<file path="src/rtl/program_counter_stack.sv">
// Program counter with clock enable, absolute jump and a hardware return-address stack.
// Optional macro REL_JUMP_EN adds a 'rel' input for PC-relative jump/call targets.
module program_counter_stack #(
    parameter int                ADDR_W      = 8,
    parameter int                STACK_DEPTH = 4,
    parameter logic [ADDR_W-1:0] RESET_ADDR  = '0,
    parameter int                SP_W        = $clog2(STACK_DEPTH + 1)
) (
    input  logic              clk,
    input  logic              rst,
    input  logic              en,
    input  logic              jump,
    input  logic              call,
    input  logic              ret,
`ifdef REL_JUMP_EN
    input  logic              rel,
`endif
    input  logic [ADDR_W-1:0] jp_addr,
    output logic [ADDR_W-1:0] cnt,
    output logic [SP_W-1:0]   sp,
    output logic              stack_full,
    output logic              stack_empty,
    output logic              stack_err
);

    localparam int              IDX_W   = (STACK_DEPTH > 1) ? $clog2(STACK_DEPTH) : 1;
    localparam logic [SP_W-1:0] SP_FULL = SP_W'(STACK_DEPTH);

    logic [ADDR_W-1:0] cnt_q, cnt_d;
    logic [SP_W-1:0]   sp_q, sp_d;
    logic              err_q, err_d;
    logic [ADDR_W-1:0] stack_q [STACK_DEPTH];

    logic [ADDR_W-1:0] cntInc;
    logic [ADDR_W-1:0] target;
    logic [ADDR_W-1:0] popData;
    logic [IDX_W-1:0]  pushIdx;
    logic [IDX_W-1:0]  popIdx;
    logic              pushEn;

    assign cntInc  = cnt_q + ADDR_W'(1);
    assign pushIdx = IDX_W'(sp_q);
    assign popIdx  = IDX_W'(sp_q - SP_W'(1));
    assign popData = stack_q[popIdx];

    // Two's-complement add gives the signed relative target modulo 2^ADDR_W.
`ifdef REL_JUMP_EN
    assign target = rel ? (cnt_q + jp_addr) : jp_addr;
`else
    assign target = jp_addr;
`endif

    always_comb begin
        cnt_d  = cnt_q;
        sp_d   = sp_q;
        err_d  = err_q;
        pushEn = 1'b0;
        if (en) begin
            if (ret) begin
                if (sp_q != '0) begin
                    cnt_d = popData;
                    sp_d  = sp_q - SP_W'(1);
                end else begin
                    cnt_d = cntInc;
                    err_d = 1'b1;
                end
            end else if (call) begin
                // A call into a full stack is dropped and behaves like a plain increment.
                if (sp_q != SP_FULL) begin
                    pushEn = 1'b1;
                    cnt_d  = target;
                    sp_d   = sp_q + SP_W'(1);
                end else begin
                    cnt_d = cntInc;
                    err_d = 1'b1;
                end
            end else if (jump) begin
                cnt_d = target;
            end else begin
                cnt_d = cntInc;
            end
        end
    end

    always_ff @(posedge clk) begin
        if (rst) begin
            cnt_q <= RESET_ADDR;
            sp_q  <= '0;
            err_q <= 1'b0;
        end else begin
            cnt_q <= cnt_d;
            sp_q  <= sp_d;
            err_q <= err_d;
        end
    end

    // Stack entries carry no reset; only slots below sp are ever read.
    always_ff @(posedge clk) begin
        if (!rst && pushEn) begin
            stack_q[pushIdx] <= cntInc;
        end
    end

    assign cnt         = cnt_q;
    assign sp          = sp_q;
    assign stack_err   = err_q;
    assign stack_full  = (sp_q == SP_FULL);
    assign stack_empty = (sp_q == '0);

endmodule

</file>
<file path="config.mk">
export PLATFORM = sky130hd
export DESIGN_NAME = program_counter_stack
export DESIGN_NICKNAME = d
export VERILOG_FILES = /design/src/rtl/program_counter_stack.sv
export SDC_FILE = /design/constraint.sdc
export NUM_CORES = 1
export LEC_CHECK = 0
export BUFFER_PORTS_ARGS = -buffer_cell sky130_fd_sc_hd__buf_2
export CAP_MARGIN = 20
export CORE_MARGIN = 5
export CORE_UTILIZATION = 53
export DETAILED_ROUTE_END_ITERATION = 16
export PLACE_DENSITY = 0.74
export SYNTH_ARGS = -nofsm -noshare
export SYNTH_HDL_FRONTEND = slang
export SYNTH_SLANG_ARGS = --single-unit
</file>
<file path="constraint.sdc">
create_clock -name clk -period 2.6 [get_ports clk]
set_clock_uncertainty 0.05 [all_clocks]
set_input_delay 0.13 -clock clk [delete_from_list [all_inputs] [get_ports clk]]
set_output_delay 0.13 -clock clk [all_outputs]
set_load 0.02 [all_outputs]
</file>
**Word level (Yosys, flattened, before mapping)**

Memories as Yosys holds them, arrays and structs flattened.
Index checks and enable logic that the tools add are counted.

- Add/sub/neg operators: 3
- Eq/ne operators: 5
- Mux-type cells: 19
- Reductions and logical operators: 8

Operators by type and width:

| operator | number |
|---|---|
| $mux W8 | 5 |
| $mux W3 | 4 |
| $mux W1 | 10 |
| $add A8 B1 Y8 const B | 1 |
| $reduce_and A4 Y1 | 2 |
| $ne A2 B2 Y1 const B | 2 |
| $reduce_bool A2 Y1 | 2 |
| $add A3 B1 Y3 const B | 1 |
| $eq A3 B3 Y1 const B | 1 |
| $logic_not A3 Y1 | 1 |
| $ne A3 B3 Y1 const B | 1 |
| $reduce_bool A3 Y1 | 1 |
| $sub A3 B1 Y3 const B | 1 |
| $ne A2 B1 Y1 const B | 1 |
| $logic_and A1 B1 Y1 | 1 |
| $logic_not A1 Y1 | 1 |

- Bits in registers: 12
- Bits in writable memories: 32
- Output and inout bits: 14
- Logic and storage cells: 39
- Memories: 1

Memory list:

| memory | depth | width | read ports | clocked after memory_dff | write ports | RTL line | RTL |
|---|---|---|---|---|---|---|---|
| stack_q | 4 | 8 | 1 | 0 | 1 | 32 | `logic [ADDR_W-1:0] stack_q [STACK_DEPTH];` |

**Depth between registers and ports, before layout**

- Depth after elaboration: 8
- Depth in mapped cells: 9
- Gate-level depth less buffers: 6

**Worst setup path after synthesis**

No wires, ideal clock.

- Path type: register -> register
- From: register sp_q[0] (netlist: sp[0])
- To: memory stack_q[0][0], enable pin
- Data arrival time: 2091 ps
- Data required time: 2218 ps
- Setup slack: 127 ps
- Stages on the path, launching flop included: 8
- Buffers on the path: 2
- Clock period less this slack: 2473 ps
- Cell sequence: dfxtp_1 -> buf_6 -> inv_1 -> ha_1 -> clkbuf_1 -> and2_1 -> nor4b_1 -> and2_1

- Longest elaborated chain between the ends: 8

Ends and longest elaborated chain:

| what | RTL line | RTL |
|---|---|---|
| start, declared | 30 | `logic [SP_W-1:0] sp_q, sp_d;` |
| start signal, assigned | 92 | `sp_q <= sp_d;` |
| $ne A3 B3 Y1 | 69 | `if (sp_q != SP_FULL) begin` |
| $mux W1 | 69 |  |
| $mux W1 | 67 | `end else if (call) begin` |
| $mux W1 | 59 | `if (ret) begin` |
| $mux W1 | 58 | `if (en) begin` |
| $logic_and A1 B1 Y1 | 99 | `if (!rst && pushEn) begin` |
| $mux W1 | 99 |  |
| $mux W1 (not written as such) | 100 | `stack_q[pushIdx] <= cntInc;` |
| end, declared | 32 |  |

Parallel ways exist; a longest one is shown, timed or not.

**Final worst setup path**

- From: register sp_q[1] (netlist: sp[1])
- To: memory stack_q[0][5], enable pin

The elaborated chain is that of the path after synthesis.

==> impl_results.md <==
* 1st-pass router iterations at 4
* Total CTS buffers at 5
* Wire length per cell after detailed routing at 18.6 um
* Final Routed Wirelength at 4.52 mm
* Slew margin rel. at 0.578
* Final Cycle Share at 0.883
* Final HPWL DP at 3.39 mm
* DP Area at 2320 sq um
* Layout Nets at 212
* Syn_area_per_cell at 13.1 sq um
* Final Max Slew Viols at 0
* Req. time, crit path at 2.51 ns
* GPL Wtd Cong at 0.929
* Seq/Total Area, Yosys at 0.557
* Ports at 28
* Rows at 23
* Number of nets with antenna violations after routing at 0
* Fmax at 436 MHz
* Die width at 73.8 um
* Pre-CTS setup slack at 0.291 ns
* Cts hold-fix bufs at 0
* FF+latch count, synth at 44
* Vias in the first global route at 1,524
* Hold WC Path Type: in2reg
* Synthesized area at 2150 sq um
* Final hold vios at 0
* Reg2Reg Depth at 5
* Worst vdd ir at 347 uV
* FF-to-FF Start: sp[1]
* CP Launch Type: flop
* CTS Root Cell: clkbuf_8
* Input/output buffers at 27
* Gr usage total at 0.186
* Count of final setup violators at 0
* P_leak at 0.917 nW
* Fill cell count at 302
* Worst-Skew Late Latency at 0.30 ns
* Reg-to-reg endpoint: stack_q[0][5]
* Share of cells above drive strength 1 at 0.223
* Final WS setup at 0.304 ns
* Async S/R FF share, synth at 0
* Yosys warning count at 0
* CP arrival at 2.20 ns
* Final TNS setup at 0 ns
* Power per cell area at 696 nW/um^2
* Max Root-Sink Buffers at 2
* Area growth, synth to finish at 13.1%
* Main synth FF type: edfxtp_1
* Post-route cell area at 2440 sq um
* Crit end category: flop
* Setup bufs post-CTS at 0
* Status: completed
* Die Ht at 73.8 um
* RSZ-0062 raised after global routing: no
* Initial antenna violation count at 0
* Drt drc at 0
* Post-CTS Resized at 0
* Die area at 5440 sq um
* CTS tree: built
* Worst Path Max Fanout at 8
* Vias per inst at 6.04
* CP Capture Point: stack_q[0][5]
* Clock Sinks at 44
* Largest net degree at the start of global routing at 21
* First-pass GRT wire length at 7.53 mm
* Via count at 1,468
* Min-delay src: jp_addr[5]
* DR iter-0 viols at 112
* Max cap viols at 0
* Reg clk slew, reported paths at 0.09 ns
* Syn nets at 185
* Number of synthesized flops with an enable pin at 32
* Final min period at 2.30 ns
* Critical Path Source: sp[1]
* Netlist cell types at 43
* CTS H-Tree Depth at 2
* Ant. Diodes at 0
* Core box area at 3970 sq um
* Slew of the pin with the lowest slew margin at 0.624 ns
* WS Path Type: reg2reg
* Gr ovfl total at 0
* Flop-to-flop setup slack at 0.30 ns
* Fin util at 0.614
* Mapped Cells at 165
* Initial core utilization at 0.543
==> power breakdown <==
| group | switching (mW) | internal (mW) | total [mW] |
|---|---|---|---|
| Combinational | 0.204 | 0.144 | 0.348 |
| Clock | 0.243 | 0.289 | 0.533 |
| Sequential | 0.0294 | 0.787 | 0.816 |
| Total | 0.477 | 1.22 | 1.70 |
==> worst max-delay path, cell delays in order (launching register included) <==
cell	delay, ns
dfxtp_1	0.39
inv_1	0.10
ha_1	0.20
and2_1	0.17
nor4b_1	0.57
and2_1	0.47
==> layout make-up <==
cell class | count | area (sq um) | area share
sequential | 44 | 1200 | 0.493
multi-input combinational | 104 | 878 | 0.360
timing repair buffer | 29 | 150 | 0.0616
clock buffer | 5 | 68.8 | 0.0282
tap | 50 | 62.6 | 0.0257
clock inverter | 3 | 46.3 | 0.0190
inverter | 8 | 30.0 | 0.0123
==> worst min-delay path by stage <==
stage	end	slack, ns	depth (start not counted)
after detailed placement	cnt[5]	0.40	3
after global routing	cnt[7]	0.09	3
final	cnt[5]	0.09	3
after floorplan	cnt[5]	0.20	1
after global placement	cnt[7]	0.36	3
after CTS	cnt[5]	0.08	3
==> cell families (layout without fill, tap and decap cells) <==
kind of cell,count (synthesis),in the layout,share of synthesized area
DFF,44,44,0.557
xor gates and xnor gates,9,9,0.0366
buffers and inverters,17,45,0.0348
and+or+nand+nor,45,45,0.122
muxes,10,10,0.105
adders and majority gates,6,6,0.0348
AOI/OAI and AO/OA,34,34,0.109
==> stage by stage <==
step                      total power, mW  std cells  hold WS (ns)
after floorplan                      1.08        165         0.195
after global placement               1.16        235         0.355
after detailed placement             1.18        235         0.396
after CTS                            1.70        243        0.0825
after global routing                 1.76        243        0.0888
final                                1.70        243        0.0893
==> synthesized netlist by cell type, types with 2 or more instances <==
library cell  number  share of area
dfxtp_1           12           0.11
clkbuf_1           5         0.0087
a31oi_1            4          0.012
mux4_1             7          0.085
nand2_1            5         0.0087
a311oi_1           2         0.0081
xnor2_1            6          0.024
a21oi_1            6          0.014
nand3_1            6          0.014
edfxtp_1          32           0.45
nor2_1             9          0.016
or2_2              2         0.0058
mux2i_1            2         0.0093
a32oi_1            2         0.0081
o21ai_0            6          0.014
a2111oi_0          2         0.0081
and3_1             5          0.015
and2_1             5          0.015
a211oi_1           5          0.017
nand3b_1           2         0.0070
buf_2              3         0.0070
ha_1               6          0.035
xor2_1             3          0.012
nand2b_1           2         0.0058
inv_1              8          0.014
==> cell usage in the layout (no fill, tap or decap), types with 6 or more instances in the layout <==
master,Yosys,layout
edfxtp_1,32,32
nor2_1,9,9
dfxtp_1,12,12
xnor2_1,6,6
nand3_1,6,6
o21ai_0,6,6
mux4_1,7,7
inv_1,8,8
a21oi_1,6,6
buf_2,3,27
ha_1,6,6
==> flip-flops by register name (all words and copies together), names as in the netlist <==
| register | cells |
|---|---|
| stack_q | 32 |
| cnt | 8 |
| sp | 3 |
| stack_err | 1 |
==> routing by layer <==
layer	part of all wire	global-route usage	up-vias
met2	0.48	0.294	52
met5	0	0	-
met4	0.019	0.0986	0
met3	0.079	0.0492	9
met1	0.42	0.233	710
li1	-	-	697
Note: power is estimated with default switching activity, not from simulation.
